[config.mk]
export PLATFORM = sky130hd
export DESIGN_NAME = button_event_conditioner
export DESIGN_NICKNAME = d
export VERILOG_FILES = /design/src/rtl/button_pkg.sv /design/src/rtl/debounce_filter.sv /design/src/rtl/button_event_conditioner.sv
export SDC_FILE = /design/constraint.sdc
export NUM_CORES = 1
export LEC_CHECK = 0
export BUFFER_PORTS_ARGS = -buffer_cell sky130_fd_sc_hd__buf_4
export CAP_MARGIN = 20
export CORE_ASPECT_RATIO = 1.25
export CORE_MARGIN = 4
export CORE_UTILIZATION = 30
export CTS_CLUSTER_DIAMETER = 40
export DETAILED_ROUTE_END_ITERATION = 10
export MAX_ROUTING_LAYER = met4
export PLACE_DENSITY = 0.54
export SYNTH_ARGS = -nofsm -noshare
export SYNTH_HDL_FRONTEND = slang
export SYNTH_SLANG_ARGS = --single-unit
export TNS_END_PERCENT = 20
[constraint.sdc]
create_clock -name i_Clk -period 1.85 [get_ports i_Clk]
set_clock_uncertainty 0.1 [all_clocks]
set_input_delay 0.37 -clock i_Clk [delete_from_list [all_inputs] [get_ports i_Clk]]
set_output_delay 0.37 -clock i_Clk [all_outputs]
set_load 0.005 [all_outputs]
[src/rtl/button_pkg.sv]
// Shared types and constants for the switch front end: button ids and the
// lowest-index priority helper used when several releases land together.
package button_pkg;

    localparam int NUM_BUTTONS = 4;

    typedef logic [1:0] button_id_t;

    localparam button_id_t BTN_1 = 2'd0;
    localparam button_id_t BTN_2 = 2'd1;
    localparam button_id_t BTN_3 = 2'd2;
    localparam button_id_t BTN_4 = 2'd3;

    function automatic button_id_t lowest_index(input logic [NUM_BUTTONS-1:0] req);
        button_id_t id;
        id = BTN_1;
        for (int i = NUM_BUTTONS - 1; i >= 0; i--) begin
            if (req[i]) id = button_id_t'(i);
        end
        return id;
    endfunction

endpackage

[src/rtl/debounce_filter.sv]
// One switch: 2-flop synchroniser followed by a stability counter; the level
// only moves after DEBOUNCE_CNT consecutive samples that disagree with it.
module debounce_filter #(
    parameter int DEBOUNCE_CNT = 250000
) (
    input  logic i_Clk,
    input  logic i_Rst,
    input  logic i_Raw,
    output logic o_Level,
    output logic o_Fall
);

    localparam int CW = (DEBOUNCE_CNT > 1) ? $clog2(DEBOUNCE_CNT) : 1;
    localparam logic [CW-1:0] CNT_LAST = CW'(DEBOUNCE_CNT - 1);

    logic          sync_1;
    logic          sync_2;
    logic [CW-1:0] count;

    always_ff @(posedge i_Clk) begin
        if (i_Rst) begin
            sync_1  <= 1'b0;
            sync_2  <= 1'b0;
            count   <= '0;
            o_Level <= 1'b0;
            o_Fall  <= 1'b0;
        end else begin
            sync_1 <= i_Raw;
            sync_2 <= sync_1;
            o_Fall <= 1'b0;
            if (sync_2 == o_Level) begin
                count <= '0;
            end else if (count == CNT_LAST) begin
                // o_Fall pulses in the same cycle the level is first seen low
                count   <= '0;
                o_Level <= sync_2;
                o_Fall  <= o_Level;
            end else begin
                count <= count + 1'b1;
            end
        end
    end

endmodule

[src/rtl/button_event_conditioner.sv]
// Debounces four game switches and queues their releases as button-id events.
// Optional feature macro COMBO_RESTART_EN: Switch_1+Switch_2 held = restart request.
module button_event_conditioner
    import button_pkg::*;
#(
    parameter int DEBOUNCE_CNT = 250000,
    parameter int QUEUE_DEPTH  = 2
) (
    input  logic                   i_Clk,
    input  logic                   i_Rst,
    input  logic [NUM_BUTTONS-1:0] i_Switch,
    output logic [NUM_BUTTONS-1:0] o_Switch,
    output logic                   o_Event_Valid,
    output button_id_t             o_Event_Id,
    input  logic                   i_Event_Ready,
    output logic                   o_Overflow,
    output logic                   o_Restart
);

    logic [NUM_BUTTONS-1:0] level;
    logic [NUM_BUTTONS-1:0] fall;
    logic [NUM_BUTTONS-1:0] suppress;
    logic [NUM_BUTTONS-1:0] release_req;

    for (genvar g = 0; g < NUM_BUTTONS; g++) begin : g_debounce
        debounce_filter #(.DEBOUNCE_CNT(DEBOUNCE_CNT)) u_debounce (
            .i_Clk  (i_Clk),
            .i_Rst  (i_Rst),
            .i_Raw  (i_Switch[g]),
            .o_Level(level[g]),
            .o_Fall (fall[g])
        );
    end

    assign o_Switch = level;

`ifdef COMBO_RESTART_EN
    logic       restart_q;
    logic [1:0] level_d;
    logic [1:0] restart_seen;

    // restart_seen[i]: restart was active at some point since switch i was pressed
    always_ff @(posedge i_Clk) begin
        if (i_Rst) begin
            restart_q    <= 1'b0;
            level_d      <= 2'b00;
            restart_seen <= 2'b00;
        end else begin
            restart_q <= level[0] & level[1];
            level_d   <= level[1:0];
            for (int i = 0; i < 2; i++) begin
                if (level[i] & ~level_d[i])
                    restart_seen[i] <= 1'b0;
                else if (restart_q)
                    restart_seen[i] <= 1'b1;
            end
        end
    end

    assign suppress  = {{(NUM_BUTTONS-2){1'b0}}, restart_seen | {2{restart_q}}};
    assign o_Restart = restart_q;
`else
    assign suppress  = '0;
    assign o_Restart = 1'b0;
`endif

    assign release_req = fall & ~suppress;

    logic       push_q;
    button_id_t push_id_q;

    always_ff @(posedge i_Clk) begin
        if (i_Rst) begin
            push_q    <= 1'b0;
            push_id_q <= BTN_1;
        end else begin
            push_q    <= |release_req;
            push_id_q <= lowest_index(release_req);
        end
    end

    button_id_t q_id [2];
    logic [1:0] q_count;
    logic       overflow_q;
    logic       pop;
    logic       full;

    assign pop  = (q_count != 2'd0) & i_Event_Ready;
    assign full = (q_count == 2'(QUEUE_DEPTH));

    // Head lives in q_id[0]; a pop shifts entry 1 down so the id only moves on acceptance
    always_ff @(posedge i_Clk) begin
        if (i_Rst) begin
            q_id       <= '{default: BTN_1};
            q_count    <= 2'd0;
            overflow_q <= 1'b0;
        end else begin
            case ({pop, push_q})
                2'b11: begin
                    if (q_count == 2'd1) begin
                        q_id[0] <= push_id_q;
                    end else begin
                        q_id[0] <= q_id[1];
                        q_id[1] <= push_id_q;
                    end
                end
                2'b10: begin
                    q_id[0] <= q_id[1];
                    q_count <= q_count - 1'b1;
                end
                2'b01: begin
                    if (full) begin
                        overflow_q <= 1'b1;
                    end else begin
                        q_id[q_count[0]] <= push_id_q;
                        q_count          <= q_count + 1'b1;
                    end
                end
                default: ;
            endcase
        end
    end

    assign o_Event_Valid = (q_count != 2'd0);
    assign o_Event_Id    = q_id[0];
    assign o_Overflow    = overflow_q;

endmodule
== Word level (Yosys, flattened, before mapping) ==
Cells that the tools add are included.
W data, S select, Z words.

* Register bits: 98
* Latch bits: 0
* Bits in writable memories: 0
* ROM bits: 0
* Bits of input ports: 7
* Output and inout port bits: 9
* Word-level logic and storage cells: 97
* Memories: 0

* $add $sub $neg: 6
* Multipliers: 0
* Divide/modulo/power cells: 0
* $lt $le $gt $ge: 2
* Equal/unequal tests: 15
* Shifts and indexed selects: 0
* Multiplexer cells: 13
* Bitwise operators: 10
* Reduce and logical (&&, ||, !) cells: 24

{| class="wikitable"
|+ Operators with widths
! kind !! count
|-
| $add A18 B1 Y18 const B || 4
|-
| $eq A18 B18 Y1 const B || 4
|-
| $reduce_or A3 Y1 || 9
|-
| $reduce_and A2 Y1 || 7
|-
| $mux W2 || 6
|-
| $not A1 Y1 || 8
|-
| $pmux W2 S2 || 2
|-
| $eq A2 B2 Y1 const B || 3
|-
| $pmux W2 S3 || 1
|-
| $reduce_bool A2 Y1 || 3
|-
| $bwmux W4 || 1
|-
| $eq A1 B1 Y1 || 4
|-
| $eq A2 B1 Y1 const B || 2
|-
| $mux W4 || 1
|-
| $ne A2 B2 Y1 const B || 2
|-
| $reduce_or A4 Y1 || 1
|-
| $reduce_and A3 Y1 || 1
|-
| $reduce_bool A3 Y1 || 1
|-
| $add A2 B1 Y2 const B || 1
|-
| $demux W2 S1 || 1
|-
| $ge A2 B2 Y1 const B || 1
|-
| $lt A2 B1 Y1 const B || 1
|-
| $not A1 Y2 || 1
|-
| $reduce_or A2 Y1 || 1
|-
| other kinds (4) || 4
|}

== Logic depth before layout (Yosys ltp) ==
* Word-level depth: 8
* Depth in mapped cells: 10
* Gate-level depth less buffers: 10

== By module ==
From an unflattened synthesis, not the netlist that was laid out.

* Cells, all modules: 496
* Area, all modules: 4529.3 sq um

{| class="wikitable"
|+ Modules (own cells, without submodules)
! module !! instances !! cells each !! area each (sq um) !! seq. area each (sq um)
|-
| debounce_filter || 4 || 106 || 968.4 || 440.4
|-
| button_event_conditioner || 1 || 72 || 655.6 || 200.2
|}

== Worst setup path after synthesis ==
No wires, ideal clock.

* Path kind: register -> register
* Start point: register g_debounce[1].u_debounce.count[0]
* End point: register g_debounce[1].u_debounce.count[10]
* Setup time: 0.117 ns
* Data arrival time: 1.800 ns
* Data required time: 1.633 ns
* Slack: -0.167 ns
* Stages on the path, launching flop included: 7
* Buffers on the path: 1
* Cells stage by stage: dfxtp_1 -> ha_1 -> nand3_1 -> or4_1 -> o21ai_1 -> buf_2 -> nor2_1

* Longest elaborated chain between the ends: 2

{| class="wikitable"
|+ RTL lines
! what !! RTL line !! RTL
|-
| start: declaration || debounce_filter.sv:18 || <nowiki>logic [CW-1:0] count;</nowiki>
|-
| start signal: assignment || debounce_filter.sv:39 || <nowiki>count <= count + 1'b1;</nowiki>
|-
| branches (longest 2 deep; another with $add A18 B1 Y18) || -- ||
|}

Parallel ways; which one is timed is not known.
A chain may end at the register's enable or synchronous reset.

== Worst setup path in the final report ==
* Start point: register g_debounce[3].u_debounce.count[10]
* End point: register g_debounce[3].u_debounce.count[13]

* Longest elaborated chain between the ends: 2

{| class="wikitable"
|+ RTL lines
! what !! RTL line
|-
| start: declaration || debounce_filter.sv:18
|-
| start signal: assignment || debounce_filter.sv:39
|-
| branches (longest 2 deep; another with $add A18 B1 Y18) || --
|}

Parallel ways; which one is timed is not known.

==> results summary <==
The starting density of the core came out at 30.64%. The sequential element share of the synthesized area came out at 44.44%. The most common cell in the synthesized netlist is sky130_fd_sc_hd__dfxtp_1. Synthesis handed over a netlist of 499 instances.

The share of total power in the clock network came out at a little under half. The number of top-level design ports came out at 16. The fraction of layout cells with a size suffix above 1 is 20.67%. The number of cells in the finished layout apart from fillers is 744. The die is 143.6 µm tall. The worst slack on hold paths came out at roughly 0.14 ns. Entering global routing, the biggest net connects 31 pins. The setup slack after layout came out at -0.1265 ns.

The switching part of the total came out at roughly a fifth. The count of buffers added on input and output ports is 14. The Yosys warning count came out at 0. Setup repair after global routing could not meet its margin everywhere.

The mapped cell area is 4414 µm². The reported net switching power is 867.7 µW. Setup violations remaining at the end of the flow were counted as 19. The routed length per placed instance came out at 11.73 µm. The number of H-tree branching levels is 3. After detailed routing, the number of remaining DRC violations is 0.

By area the synthesized netlist is led by sky130_fd_sc_hd__dfxtp_1, sky130_fd_sc_hd__xnor2_1, sky130_fd_sc_hd__nor2_1, sky130_fd_sc_hd__ha_1, sky130_fd_sc_hd__nand3_1. The die is about 120 µm wide. The cell-internal power came out at 3.421 mW. The worst path uses 106.8% of the clock period. For this design the ratio of total power to cell area is 782.7 nW/µm². The signal on the critical path passes through or4_4, or4_4, o21ai_4, buf_12, nor2_1. The final layout contains routed wiring with a total length of 8724 µm.

The delay contributed by the slowest stage of the critical path came out at about 0.55 ns. The number of max-slew violations in the final report is 0. The flop and latch count out of synthesis is 98. The data required time at the worst endpoint came out at around 2 ns.

The cell that appears most often on the critical path is sky130_fd_sc_hd__or4_4. The number of DRC markers in iteration 0 came out at 126. After clock tree synthesis, the clock-pin slew on the worst setup and hold paths is 0.06 ns. The floorplan step defined a die boundary enclosing 16730 µm². Once detail routing completed, the nets flagged for antenna violations numbered 0. The half-perimeter wire length after placement is 6490 µm. The flow ran to the end, but the final reports show violations. The class of the tightest hold or removal check is in2reg. The combinational share of power came out at roughly 4.0%. The clock latency reported for the late side of the worst-skew pair is 0.34 ns. Of all nets on the critical path, the largest fanout is 18. The via count of the first global-routing pass came to 3559. After floorplanning, the core was divided into between 40 and 50 placement rows.

The CTS buffer count is 9. Clock tree synthesis selected as its root buffer the cell sky130_fd_sc_hd__clkbuf_16. The part of the total power dissipated in sequential elements is 49.9%. In the routed layout, each cell is associated on average with a via count of 4.786. The final hold violation count came out at 0. STA classifies the critical path endpoint as a flip-flop. The aggregate global routing overflow is 0. The async set-reset flop share out of synthesis is 0%.

The clock sink total is 98. Ranked by instance count, the synthesized netlist is headed by sky130_fd_sc_hd__dfxtp_1, sky130_fd_sc_hd__nor2_1, sky130_fd_sc_hd__xnor2_1. Counting distinct cell types in the post-synthesis netlist gives 44. The post-route minimum period came out at roughly 2.0 ns. The count of max-cap constraint violations is 0.

The net count after synthesis came out at around 520. The count of hold buffers inserted by post-cts repair is 0. The total via count after detailed routing is 3561.

The critical path is of the reg2reg type. In this run the standard cell core region covers ~14000 µm². The global-route wire length before repair is 15570 µm. The area added between synthesis and finish is 24.12%. The number of buffers and inverters on the critical path is 1. The number of placed cells counting well taps is 728. The total global-route track usage is 11.84%. The number of antenna violations at the first check in global routing is 0.

The share of Yosys cell area claimed by the top area cell type came out at 44.44%. STA classifies the critical path startpoint as a flip-flop. The synthesized area divided by synthesized cell count is slightly below 9 µm². The top achievable clock speed came out at 0.5059 GHz. In the final design database the tool counted slightly below 600 nets. Counting along the longest clock path gives a buffer depth of 2.

STA puts the critical path data arrival time at between 2 and 2.5 ns. Summed over all cells, the static leakage comes to 1.792 nW. The count of inserted antenna diode cells is 0. The placer's final routability congestion estimate came out at 0.8226. The checks that failed: negative setup slack. The worst IR drop on VDD came out at 0.5020 mV.

The number of enable-type register cells in the synthesized netlist is 0. sky130_fd_sc_hd__dfxtp_1 takes more of the synthesized area than any other cell. The clock tree from TritonCTS is done. The first detailed-routing pass ran for 4 iterations.

For this run, the leading register cell type out of synthesis is sky130_fd_sc_hd__dfxtp_1. In this design, the largest share of critical-path delay is due to simple AND/OR/NAND/NOR gates. In this run the post-CTS setup repair buffer count came out at 0. The worst-path cell with the longest stage delay is sky130_fd_sc_hd__or4_4.
-- layout by cell type (no fill, tap or decap), types with 10 or more instances in the layout --
cell | Yosys | final
sky130_fd_sc_hd__nor4_1 | 21 | 21
sky130_fd_sc_hd__buf_4 | 7 | 67
sky130_fd_sc_hd__dfxtp_1 | 98 | 93
sky130_fd_sc_hd__nand4_1 | 22 | 22
sky130_fd_sc_hd__nor3_1 | 14 | 14
sky130_fd_sc_hd__xor2_1 | 14 | 14
sky130_fd_sc_hd__nor2b_1 | 10 | 10
sky130_fd_sc_hd__xnor2_1 | 49 | 49
sky130_fd_sc_hd__nand3_1 | 29 | 28
sky130_fd_sc_hd__nand2_1 | 25 | 24
sky130_fd_sc_hd__a21oi_1 | 15 | 15
sky130_fd_sc_hd__nor2_1 | 83 | 82
sky130_fd_sc_hd__inv_1 | 17 | 14
-- area by class of cell --
class                      instances  area (µm²)
inverter                          17       63.81
timing repair buffer              69       543.0
clock inverter                     6       80.08
tap                              178       222.7
clock buffer                      10       239.0
fill                            1437        8929
sequential                        98        1968
multi-input combinational        366        2362
-- power by group through the flow --
stage	clock, mW	combinational, mW	sequential (mW)
finish	1.98	0.169	2.14
global route	2.14	0.190	2.14
CTS	2.06	0.166	2.14
detailed placement	0	0.162	2.18
global placement	0	0.156	2.18
floorplan	0	0.0994	2.18
-- registers in the layout (all words and copies together), names as in the netlist --
name	flops
o_Overflow	1
push_q	1
g_debounce.u_debounce.sync_1	4
g_debounce.u_debounce.sync_2	4
push_id_q	2
o_Event_Id	2
g_debounce.u_debounce.count	72
q_count	2
q_id	2
g_debounce.u_debounce.o_Fall	4
g_debounce.u_debounce.o_Level	4
-- timing repair --
action / 4_1_cts / 5_1_grt
endpoints found under the setup margin: 41 / 65
endpoints found under the hold margin: 0 / 0
gates resized for setup: 9 / 14
pin swaps: 1 / 3
-- cells by family after synthesis --
kind of cell               Yosys count  share of synthesized area, %
xor gates and xnor gates            63                         12.50
DFF                                 98                         44.44
buffers and inverters               35                         3.826
adders and majority gates           12                         3.401
AOI/OAI and AO/OA                   34                         5.074
and+or+nand+nor                    250                         29.25
muxes                                6                         1.417
other                                1                       0.08495
-- path summary, 6_finish.rpt --
path | from | to | slack, ns | depth (start not counted)
setup reg to reg | g_debounce[3].u_debounce.count[10] | g_debounce[3].u_debounce.count[13] | -0.13 | 5
setup / recovery | g_debounce[3].u_debounce.count[10] | g_debounce[3].u_debounce.count[13] | -0.13 | 5
hold reg to reg | g_debounce[3].u_debounce.sync_1 | g_debounce[3].u_debounce.sync_2 | 0.34 | 1
hold / removal | i_Switch[3] | g_debounce[3].u_debounce.sync_1 | 0.14 | 2
-- metrics by stage --
stage	power [mW]	TNS, ns	worst slack, ns	area, µm²	utilization, %
floorplan	2.283	-3.168	-0.1667	4428	-
global placement	2.340	-1.814	-0.1005	5086	35.30
detailed placement	2.346	-3.236	-0.1276	5086	35.30
CTS	4.363	-2.141	-0.1231	5433	37.71
global route	4.463	-3.124	-0.1813	5479	38.03
finish	4.289	-2.182	-0.1265	5479	38.03
-- layer usage --
| metal | part of all wire [%] | wire length [µm] | global-route usage (%) |
|---|---|---|---|
| met5 | 0 | 0 | - |
| met1 | 47 | 4104 | 13.54 |
| met3 | 2.1 | 180 | 2.190 |
| met2 | 48 | 4210 | 19.62 |
| met4 | 2.6 | 227 | 6.048 |
(Power assumes the default switching activity.)
